<file path="config.mk">
export PLATFORM = sky130hd
export DESIGN_NAME = modsub_arbiter
export DESIGN_NICKNAME = d
export VERILOG_FILES = /design/src/rtl/modsub_pkg.sv /design/src/rtl/modadd_sub_unit.sv /design/src/rtl/modsub_arbiter.sv
export SDC_FILE = /design/constraint.sdc
export NUM_CORES = 1
export LEC_CHECK = 0
export ABC_CLOCK_PERIOD_IN_PS = 18700
export BUFFER_PORTS_ARGS = -buffer_cell sky130_fd_sc_hd__buf_2
export CAP_MARGIN = 20
export CORE_ASPECT_RATIO = 1.4
export CORE_MARGIN = 5
export CORE_UTILIZATION = 30
export CTS_CLUSTER_SIZE = 28
export DETAILED_ROUTE_END_ITERATION = 16
export HOLD_SLACK_MARGIN = 0.08
export PLACE_DENSITY = 0.51
export SLEW_MARGIN = 10
export SYNTH_ARGS = -nofsm -noshare
export SYNTH_HDL_FRONTEND = slang
export SYNTH_HIERARCHICAL = 1
export SYNTH_SLANG_ARGS = --single-unit
</file>
<file path="constraint.sdc">
create_clock -name clk -period 18.7 [get_ports clk]
set_input_delay 2.805 -clock clk [delete_from_list [all_inputs] [get_ports clk]]
set_output_delay 2.805 -clock clk [all_outputs]
set_load 0.02 [all_outputs]
</file>
<file path="src/rtl/modsub_pkg.sv">
// rtl/modsub_pkg.sv - shared types, op encoding and round-robin pick for modsub_arbiter
//
// Contents:
//   DW            datapath width (operand/result/modulus)
//   MAX_REQ       widest requester vector rr_pick handles
//   MAX_ID_W      requester id width carried in a pipeline entry
//   OP_SUB/OP_ADD request op encoding
//   pipe_entry_t  one pipeline stage: {valid, id, op, data}
//   rr_pick       one-hot grant of the first set request at or above ptr, wrapping
package modsub_pkg;

  localparam int DW       = 32;
  localparam int MAX_REQ  = 8;
  localparam int MAX_ID_W = 3;

  localparam logic OP_SUB = 1'b0;
  localparam logic OP_ADD = 1'b1;

  typedef struct packed {
    logic                valid;
    logic [MAX_ID_W-1:0] id;
    logic                op;
    logic [DW-1:0]       data;
  } pipe_entry_t;

  // ptr < num_req and k < num_req, so a single conditional subtract wraps the index.
  function automatic logic [MAX_REQ-1:0] rr_pick(input logic [MAX_REQ-1:0]  req,
                                                  input logic [MAX_ID_W-1:0] ptr,
                                                  input int                  num_req);
    logic [MAX_REQ-1:0]  grant;
    logic                found;
    logic [MAX_ID_W:0]   idx;
    grant = '0;
    found = 1'b0;
    for (int k = 0; k < MAX_REQ; k++) begin
      idx = {1'b0, ptr} + (MAX_ID_W + 1)'(k);
      if (idx >= (MAX_ID_W + 1)'(num_req)) idx = idx - (MAX_ID_W + 1)'(num_req);
      if (k < num_req && !found && req[idx[MAX_ID_W-1:0]]) begin
        grant[idx[MAX_ID_W-1:0]] = 1'b1;
        found = 1'b1;
      end
    end
    return grant;
  endfunction

endpackage

</file>
<file path="src/rtl/modadd_sub_unit.sv">
// rtl/modadd_sub_unit.sv - combinational modular add/subtract, operands assumed < q
//
// Ports:
//   a, b    operands, both expected in [0, q)
//   q       modulus
//   op      OP_SUB: (a - b) mod q, OP_ADD: (a + b) mod q
//   result  value in [0, q) for in-range operands
module modadd_sub_unit
  import modsub_pkg::*;
#(
  parameter int DATA_WIDTH = DW
) (
  input  logic [DATA_WIDTH-1:0] a,
  input  logic [DATA_WIDTH-1:0] b,
  input  logic [DATA_WIDTH-1:0] q,
  input  logic                  op,
  output logic [DATA_WIDTH-1:0] result
);

  // One extra bit holds the borrow of the subtract and the carry of the add,
  // so a full-width q (e.g. 2^32-5) still reduces correctly.
  logic [DATA_WIDTH:0] diff;
  logic [DATA_WIDTH:0] sum;
  logic [DATA_WIDTH:0] sum_red;

  always_comb begin
    diff    = {1'b0, a} - {1'b0, b};
    sum     = {1'b0, a} + {1'b0, b};
    sum_red = sum - {1'b0, q};
    if (op == OP_ADD) begin
      result = (sum >= {1'b0, q}) ? DATA_WIDTH'(sum_red) : DATA_WIDTH'(sum);
    end else begin
      result = diff[DATA_WIDTH] ? DATA_WIDTH'(diff) + q : DATA_WIDTH'(diff);
    end
  end

endmodule

</file>
<file path="src/rtl/modsub_arbiter.sv">
// rtl/modsub_arbiter.sv - round-robin arbiter sharing one pipelined modular add/sub unit
//
// Ports:
//   clk, rst     clock, synchronous active-high reset
//   modular      modulus q, held stable while busy
//   req_valid    per-requester request valid
//   req_ready    per-requester grant, one-hot or zero, combinational
//   req_op       per-requester op (0 sub, 1 add)
//   req_a/req_b  packed operands, requester i at [i*DATA_WIDTH +: DATA_WIDTH]
//   resp_valid   result valid (registered, last pipeline stage)
//   resp_ready   consumer accepts result
//   resp_id      requester index of the result
//   resp_op      op of the result
//   resp_data    result in [0, q)
//   busy         any pipeline stage holds a valid operation
module modsub_arbiter
  import modsub_pkg::*;
#(
  parameter int DATA_WIDTH = DW,
  parameter int NUM_REQ    = 4,
  parameter int PIPE       = 2,
  parameter int ID_W       = $clog2(NUM_REQ)
) (
  input  logic                            clk,
  input  logic                            rst,
  input  logic [DATA_WIDTH-1:0]           modular,
  input  logic [NUM_REQ-1:0]              req_valid,
  output logic [NUM_REQ-1:0]              req_ready,
  input  logic [NUM_REQ-1:0]              req_op,
  input  logic [NUM_REQ*DATA_WIDTH-1:0]   req_a,
  input  logic [NUM_REQ*DATA_WIDTH-1:0]   req_b,
  output logic                            resp_valid,
  input  logic                            resp_ready,
  output logic [ID_W-1:0]                 resp_id,
  output logic                            resp_op,
  output logic [DATA_WIDTH-1:0]           resp_data,
  output logic                            busy
);

  pipe_entry_t           stage [PIPE];
  logic [ID_W-1:0]       rr_ptr;
  logic                  stall;
  logic [NUM_REQ-1:0]    grant;
  logic                  xfer;
  logic [ID_W-1:0]       grant_id;
  logic [DATA_WIDTH-1:0] sel_a;
  logic [DATA_WIDTH-1:0] sel_b;
  logic                  sel_op;
  logic [DATA_WIDTH-1:0] result;

  // The whole pipeline freezes whenever the output is held, even if bubbles
  // upstream could have advanced; keeps the control to a single enable.
  assign stall = stage[PIPE-1].valid & ~resp_ready;

  always_comb begin
    grant = '0;
    if (!rst && !stall) begin
      grant = NUM_REQ'(rr_pick(MAX_REQ'(req_valid), MAX_ID_W'(rr_ptr), NUM_REQ));
    end
  end

  assign req_ready = grant;
  assign xfer      = |grant;

  // Grant is one-hot, so this loop is a plain mux onto the shared datapath.
  always_comb begin
    grant_id = '0;
    sel_a    = '0;
    sel_b    = '0;
    sel_op   = OP_SUB;
    for (int i = 0; i < NUM_REQ; i++) begin
      if (grant[i]) begin
        grant_id = ID_W'(i);
        sel_a    = req_a[i*DATA_WIDTH +: DATA_WIDTH];
        sel_b    = req_b[i*DATA_WIDTH +: DATA_WIDTH];
        sel_op   = req_op[i];
      end
    end
  end

  modadd_sub_unit #(
    .DATA_WIDTH(DATA_WIDTH)
  ) u_modadd_sub_unit (
    .a      (sel_a),
    .b      (sel_b),
    .q      (modular),
    .op     (sel_op),
    .result (result)
  );

  always_ff @(posedge clk) begin
    if (rst) begin
      rr_ptr <= '0;
    end else if (xfer) begin
      rr_ptr <= (grant_id == ID_W'(NUM_REQ - 1)) ? '0 : grant_id + 1'b1;
    end
  end

  always_ff @(posedge clk) begin
    if (rst) begin
      for (int k = 0; k < PIPE; k++) begin
        stage[k] <= '0;
      end
    end else if (!stall) begin
      stage[0] <= '{valid: xfer,
                    id:    MAX_ID_W'(grant_id),
                    op:    sel_op,
                    data:  DW'(result)};
      for (int k = 1; k < PIPE; k++) begin
        stage[k] <= stage[k-1];
      end
    end
  end

  assign resp_valid = stage[PIPE-1].valid;
  assign resp_id    = ID_W'(stage[PIPE-1].id);
  assign resp_op    = stage[PIPE-1].op;
  assign resp_data  = DATA_WIDTH'(stage[PIPE-1].data);

  always_comb begin
    busy = 1'b0;
    for (int k = 0; k < PIPE; k++) begin
      busy = busy | stage[k].valid;
    end
  end

endmodule

</file>
== Yosys cells after proc, flatten, opt, wreduce, memory -nomap -nowiden ==
Memories as Yosys holds them, arrays and structs flattened.
Cells that the tools add are included.
Storage, ports and cells
  output and inout bits: 41
  RAM bits: 74
  memories: 1
  register bits: 2
Cells by class
  equality and inequality tests: 1
  mux-type cells: 64
  bitwise gates (word level): 8
  add/sub/neg operators: 12
  $lt $le $gt $ge: 13
  reductions and logical operators: 14
Memories
  stage: words 2, bits a word 37, rd ports 2, clocked after Yosys merged registers in 0, wr ports 2, RTL line modsub_arbiter.sv:40  | pipe_entry_t stage [PIPE];
Operators with widths (number)
  32-bit two-way mux: 11
  37-bit two-way mux: 2
  32-bit by 32-bit adder with 33-bit output: 1
  33-bit by 32-bit greater-or-equal comparator with 1-bit output: 1
  32-bit by 32-bit subtractor with 33-bit output: 1
  32-bit adder: 1
  4-bit two-way mux: 8
  32-bit subtractor: 1
  1-bit two-way mux: 24
  3-bit two-way mux: 8
  3-bit by 4-bit less-than comparator with 1-bit output, second input constant: 4
  1-bit binary-select mux with 3-bit select: 4
  1-bit demux with 3-bit select: 4
  3-bit by 1-bit greater-or-equal comparator with 1-bit output, second input constant: 4
  4-bit bitwise OR: 3
  3-bit greater-or-equal comparator, second input constant: 3
  3-bit subtractor, second input constant: 3
  1-bit logical AND: 8
  2-bit by 2-bit adder with 3-bit output, second input constant: 2
  2-bit two-way mux: 3
  1-bit logical NOT: 5
  4-bit OR reduction: 1
  2-bit by 1-bit adder with 3-bit output, second input constant: 1
  2-bit by 3-bit greater-or-equal comparator with 1-bit output, second input constant: 1
  6 further kinds: 8

== Depth between registers and ports, before layout ==
Gate-level depths: netlist (run 1).
  depth in word-level cells: 30
  depth in mapped cells: 38

== Modules after synthesis ==
The synthesis (run 1) kept the hierarchy.
Modules (own cells, without submodules)
  modadd_sub_unit: area an instance 7905.1 um^2, cells each 1121, times used 1
  modsub_arbiter: area an instance 5963.2 um^2, cells each 563, times used 1

== Worst setup path after synthesis (run 1) ==
No wires, ideal clock.
  path type: in2reg
  from: in req_valid[3]
  to: mem stage[0][30] (netlist name), data pin
  cell stages on the path: 31
  required time: 18.445 ns
  path buffers: 3
  path slack: 9.475 ns
  library setup time: 0.255 ns
  data arrival time: 8.970 ns
  cells stage by stage: mux4_2 -> clkinv_4 -> nand3_4 -> a21o_4 -> a2111oi_4 -> and2_4 -> buf_12 -> buf_12 -> a221o_1 -> inv_1 -> ha_1 -> clkbuf_8 -> nor2b_1 -> a211o_1 -> a221oi_1 -> a21oi_1 -> o31ai_1 -> nand2_1 -> o31ai_1 -> xnor2_1 -> ha_1 -> a21o_1 -> a21o_1 -> a21oi_1 -> nand2b_1 -> a41oi_1 -> a21oi_1 -> o21ai_0 -> or4_1 -> o211a_1 -> and2_1
RTL lines
  start, declared: RTL line modsub_arbiter.sv:27  | input logic [NUM_REQ-1:0] req_valid,
  end, declared: RTL line modsub_arbiter.sv:40

==> flow_summary.yaml, run 1 <==
worst_setup_path:
  cp-start-kind: "input port"
  path_delay_family: "simple AND/OR/NAND/NOR gates"
  crit_fanout: 65
  cp_num_buf_inv: 6
  path_class: "in -> reg"
  critical_path.slowest_cell: "nor3b_4"
  crit_arrival_ns: 11.60
  critPathRequiredTime_ns: 18.81
  rr_worst_depth: 32
  crit_top_cell: "buf_4"
  cp.depth: 30
  slowest_delay_ns: 0.72
  cp-end-kind: "register"
grt:
  grt_overflow: 0
  grt_max_degree: 87
  grt_pass1_wl_um: 76600
  grt_usage: 0.189
  antenna_found_initial: 1
  grt_pass1_vias: 13800
sta:
  fmax_ghz: 0.0870
  fin_worst_skew_ns: 0.0140
  rsz0062_at_grt: "false"
  worst_pin_slew_ns: 0.957
  finalSetupViolations: 0
  slew-limit-headroom: 0.354
  period_needed_ns: 11.49
  hold_viol: 0
  fin_setup_tns_ns: 0
  slew_violations: 0
  finalCritPeriodShare: 0.614
hold_path:
  hold_class: "reg -> reg"
  min_path_cells: 1
clocking:
  root_buffer: "clkbuf_16"
  tritoncts: "done"
  cts.path.max_buffers: 2
  hold_buffers: 0
  cts_resized: 0
  post_cts_buffers: 0
  h-tree-depth: 3
  clk_latency_ns: 0.36
  numClockSinks: 74
  numCtsBuffers: 9
  clk_pin_slew_worst_paths_ns: 0.06
finish:
  drive_gt1_frac: 0.220
  nets: 2352
  multi_input_area_um2: 10100
  area.sequential_um2: 2200
  area_delta_synth_final_pct: 13.7
  fillers: 4929
  num_antenna_cells: 0
placement:
  place_congestion: 0.950
  hpwl_um: 41500
  numPortBuffers: 339
yosys:
  yosysUniqueCellTypes: 106
  syn_inst: 1684
  yosys_warnings: 6
  syn_avg_cell_area_um2: 8.24
  synth_edf_count: 72
  synth_async_sr_flop_share: 0
  syn-cell-area_um2: 13900
  synth_seq_cells: 74
  syn-num-nets: 2122
  synth.yosys.seq_area_share: 0.159
  ys.flop_type: "edfxtp_1"
drt:
  postRouteAntennaNets: 0
  vias_per_cell: 5.25
  drtPass1Iterations: 7
  vias: 13300
  wire_per_inst_um: 19.5
  routed_wl_um: 49500
  route.detailed.drc: 0
  drtIter0Drc: 679
floorplanning:
  die_area_um2: 50700
  die_w_um: 192
  die_y_um: 264
  core-area_um2: 45800
  start_util: 0.302
  pin_count: 340
  rows: 93
flow_run:
  cap_violations: 0
run_status:
  status: "completed"
[path summary, 6_finish.rpt]
check / end / slack [ns] / start
setup / recovery: stage[0][20] / 7.21 / req_valid[3]
hold / removal: stage[0][66] / 0.52 / stage[0][29]
setup reg to reg: stage[0][20] / 8.42 / rr_ptr[0]
hold reg to reg: stage[0][66] / 0.52 / stage[0][29]
[Yosys cell counts, drive strengths merged (7+ instances only)]
| master | count | area [um2] |
|---|---|---|
| nor2 | 93 | 349 |
| a31oi | 18 | 128 |
| nand2b | 21 | 131 |
| a221o | 66 | 661 |
| nand2 | 62 | 233 |
| a21oi | 150 | 762 |
| o21ai | 54 | 270 |
| a21o | 33 | 256 |
| o311ai | 8 | 77.6 |
| nand4 | 10 | 62.6 |
| o21bai | 14 | 105 |
| a211oi | 22 | 180 |
| inv | 168 | 631 |
| mux2i | 107 | 1070 |
| buf | 81 | 734 |
| a211o | 9 | 78.8 |
| ha | 135 | 1690 |
| and3 | 15 | 93.8 |
| o31ai | 12 | 109 |
| and2 | 75 | 473 |
| nor3 | 29 | 145 |
| nor2b | 18 | 120 |
| a221oi | 8 | 76.3 |
| a22oi | 7 | 57.6 |
| o21a | 20 | 158 |
| clkbuf | 49 | 268 |
| edfxtp | 72 | 2160 |
| xnor2 | 71 | 622 |
| xor2 | 32 | 280 |
| nand3 | 35 | 188 |
| o211ai | 71 | 533 |
[final cells by class]
| cell class | instances | area share |
|---|---|---|
| clock buffer | 9 | 0.0143 |
| clock inverter | 7 | 0.00484 |
| inverter | 173 | 0.0415 |
| multi-input combinational | 1306 | 0.638 |
| sequential | 74 | 0.140 |
| tap | 617 | 0.0490 |
| timing repair buffer | 350 | 0.113 |
[state kept, by name (all words and copies together), names as in the netlist]
register / count
rr_ptr: 2
stage: 72
[per-layer routing]
| layer | wire length (um) | share of wire | vias up | GRT usage |
|---|---|---|---|---|
| li1 | - | - | 6644 | - |
| met1 | 20800 | 0.42 | 6199 | 0.235 |
| met2 | 25100 | 0.51 | 428 | 0.341 |
| met3 | 2350 | 0.047 | 55 | 0.0245 |
| met4 | 1330 | 0.027 | 0 | 0.0540 |
| met5 | 0 | 0 | - | 0 |
[kinds of logic (layout without fill, tap and decap cells)]
| group | count (synthesis) | count (layout) | synth area share |
|---|---|---|---|
| flip-flops | 74 | 74 | 0.159 |
| buffers and inverters | 304 | 539 | 0.120 |
| adder cells (fa/ha/maj) | 139 | 139 | 0.128 |
| multiplexers | 115 | 115 | 0.0859 |
| AO/OA/AOI/OAI | 549 | 549 | 0.289 |
| AND/OR/NAND/NOR | 400 | 400 | 0.154 |
| XOR/XNOR | 103 | 103 | 0.0650 |
[stage by stage]
step	instances	setup slack [ns]	utilization	hold slack (ns)	cell area, um2
after global routing	2536	6.62	0.344	0.545	15800
final	2536	7.21	0.344	0.517	15800
after floorplan	1684	9.48	-	0.497	13900
after global placement	2520	6.92	0.337	0.504	15500
after CTS	2536	7.25	0.344	0.518	15800
after detailed placement	2520	6.87	0.337	0.501	15500
[placed cells by master, fill, tap and decap left out, types with 6 or more instances in the layout]
cell	count
buf_2	339
inv_1	167
a21oi_1	146
ha_1	135
mux2i_1	107
nor2_1	92
and2_1	73
edfxtp_1	72
o211ai_1	71
xnor2_1	71
a221o_1	66
nand2_1	62
o21ai_0	51
nand3_1	34
xor2_1	32
a21o_1	31
nor3_1	29
nand2b_1	21
o21a_1	19
a211oi_1	19
nor2b_1	17
a31oi_1	17
and3_1	15
o21bai_1	14
buf_4	11
nand4_1	10
o31ai_1	10
clkbuf_16	9
a211o_1	9
a221oi_1	7
o311ai_0	7
nand3b_1	6
o31a_1	6
o2111ai_1	6
a22oi_1	6
Power of run 1 is left out: the tool's default activity adds up to more than one toggle a clock period on the data nets, which glitch-free logic cannot reach.
==> run 2, diff against run 1 <==
--- a/config.mk
+++ b/config.mk
@@ -5,7 +5,7 @@
 export SDC_FILE = /design/constraint.sdc
 export NUM_CORES = 1
 export LEC_CHECK = 0
-export ABC_CLOCK_PERIOD_IN_PS = 18700
+export ABC_CLOCK_PERIOD_IN_PS = 10830
 export BUFFER_PORTS_ARGS = -buffer_cell sky130_fd_sc_hd__buf_2
 export CAP_MARGIN = 20
 export CORE_ASPECT_RATIO = 1.4
==> constraint.sdc (replaced) <==
create_clock -name clk -period 10.83 [get_ports clk]
set_input_delay 1.6245 -clock clk [delete_from_list [all_inputs] [get_ports clk]]
set_output_delay 1.6245 -clock clk [all_outputs]
set_load 0.02 [all_outputs]
==> flow_summary.yaml, run 2 (synthesis results as in run 1) <==
clocking:
  numCtsBuffers: 9
  root_buffer: "clkbuf_16"
  cts_resized: 0
  post_cts_buffers: 0
  clk_pin_slew_worst_paths_ns: 0.06
  tritoncts: "done"
  numClockSinks: 74
  clk_latency_ns: 0.35
  h-tree-depth: 3
  hold_buffers: 0
  cts.path.max_buffers: 2
worst_setup_path:
  path_delay_family: "compound AO/OA/AOI/OAI gates"
  slowest_delay_ns: 0.81
  cp.depth: 29
  r2r_start: "rr_ptr[0]"
  path_class: "in -> reg"
  critical_path.slowest_cell: "o311ai_0"
  reg2reg_slack_ns: 1.55
  crit_fanout: 44
  critPathRequiredTime_ns: 10.93
  r2r-end: "stage[0][31]"
  cp-start-kind: "input port"
  rr_worst_depth: 30
  crit_arrival_ns: 9.46
  cp-end-kind: "register"
  cp_num_buf_inv: 2
drt:
  route.detailed.drc: 0
  routed_wl_um: 48700
  drtIter0Drc: 750
  vias_per_cell: 5.25
  wire_per_inst_um: 19.1
  drtPass1Iterations: 5
  postRouteAntennaNets: 0
  vias: 13300
floorplanning:
  start_util: 0.302
  die_w_um: 192
  pin_count: 340
  core-area_um2: 45800
  die_y_um: 264
  die_area_um2: 50700
  rows: 93
finish:
  multi_input_area_um2: 10100
  regMostFlops: "stage"
  area_delta_synth_final_pct: 14.8
  nets: 2359
  area.sequential_um2: 2200
  layout_common_cells: "buf_2, inv_1, a21oi_1, ha_1, mux2i_1"
  largestRegisters: "stage x72, rr_ptr x2"
  utilization: 0.347
  largest_reg_flops: 72
  drive_gt1_frac: 0.223
  layout_commonest_cell: "buf_2"
  fillers: 4959
placement:
  hpwl_um: 41000
  numPortBuffers: 339
  place_congestion: 0.949
sta:
  finalSetupViolations: 0
  fin_setup_tns_ns: 0
  hold_viol: 0
  fmax_ghz: 0.107
  fin_worst_skew_ns: 0.0166
  slew_violations: 0
  period_needed_ns: 9.36
  slew-limit-headroom: 0.340
  rsz0062_at_grt: "false"
  finalCritPeriodShare: 0.864
  worst_pin_slew_ns: 0.978
hold_path:
  min-delay-start: "stage[0][5]"
  hold_class: "reg -> reg"
  min_path_cells: 1
  worstHoldEndpoint: "stage[0][42]"
flow_run:
  cap_violations: 0
grt:
  grt_pass1_vias: 13500
  grt_overflow: 0
  grt_max_degree: 87
  grt_pass1_wl_um: 74000
  antenna_found_initial: 2
  grt_usage: 0.184
run_status:
  status: "completed"
-- run 2: changes by cell type in the layout (fill, tap and decap cells not counted) --
cell,change
clkinvlp_4,-1
diode_2,+1
inv_6,-1
buf_4,+4
clkinv_4,-1
clkbuf_1,+1
bufinv_16,+3
buf_12,+3
clkinv_1,-1
-- run 2: through the flow --
stage               instance area, um2  instances  setup WS, ns  hold slack (ns)
finish                           15900       2544          1.47            0.514
global route                     15900       2544         0.999            0.527
CTS                              15900       2543          1.55            0.518
detailed placement               15500       2527          1.17            0.503
global placement                 15500       2527          1.17            0.500
floorplan                        13900       1684          2.79            0.497
-- run 2: area by class of cell --
type,count,share of cell area
clock buffers,10,0.0144
clock inverters,6,0.00865
multi-input cells,1306,0.631
well taps,617,0.0485
diodes,1,0.000157
flip-flops and latches,74,0.138
repair buffers,357,0.117
inverters,173,0.0411
-- run 2: how the worst max path moves through the flow --
stage                            start           end
after floorplan           req_valid[3]  stage[0][30]
after global placement    req_valid[2]  stage[0][31]
after detailed placement  req_valid[2]  stage[0][31]
after CTS                 req_valid[2]  stage[0][31]
after global routing      req_valid[2]  stage[0][31]
final                     req_valid[3]  stage[0][31]
-- run 2: metal layers --
layer,GRT usage,share of wire
met5,0,0
met4,0.0571,0.031
met3,0.0246,0.043
met2,0.333,0.51
met1,0.224,0.42
Power of run 2 is left out for the same reason.
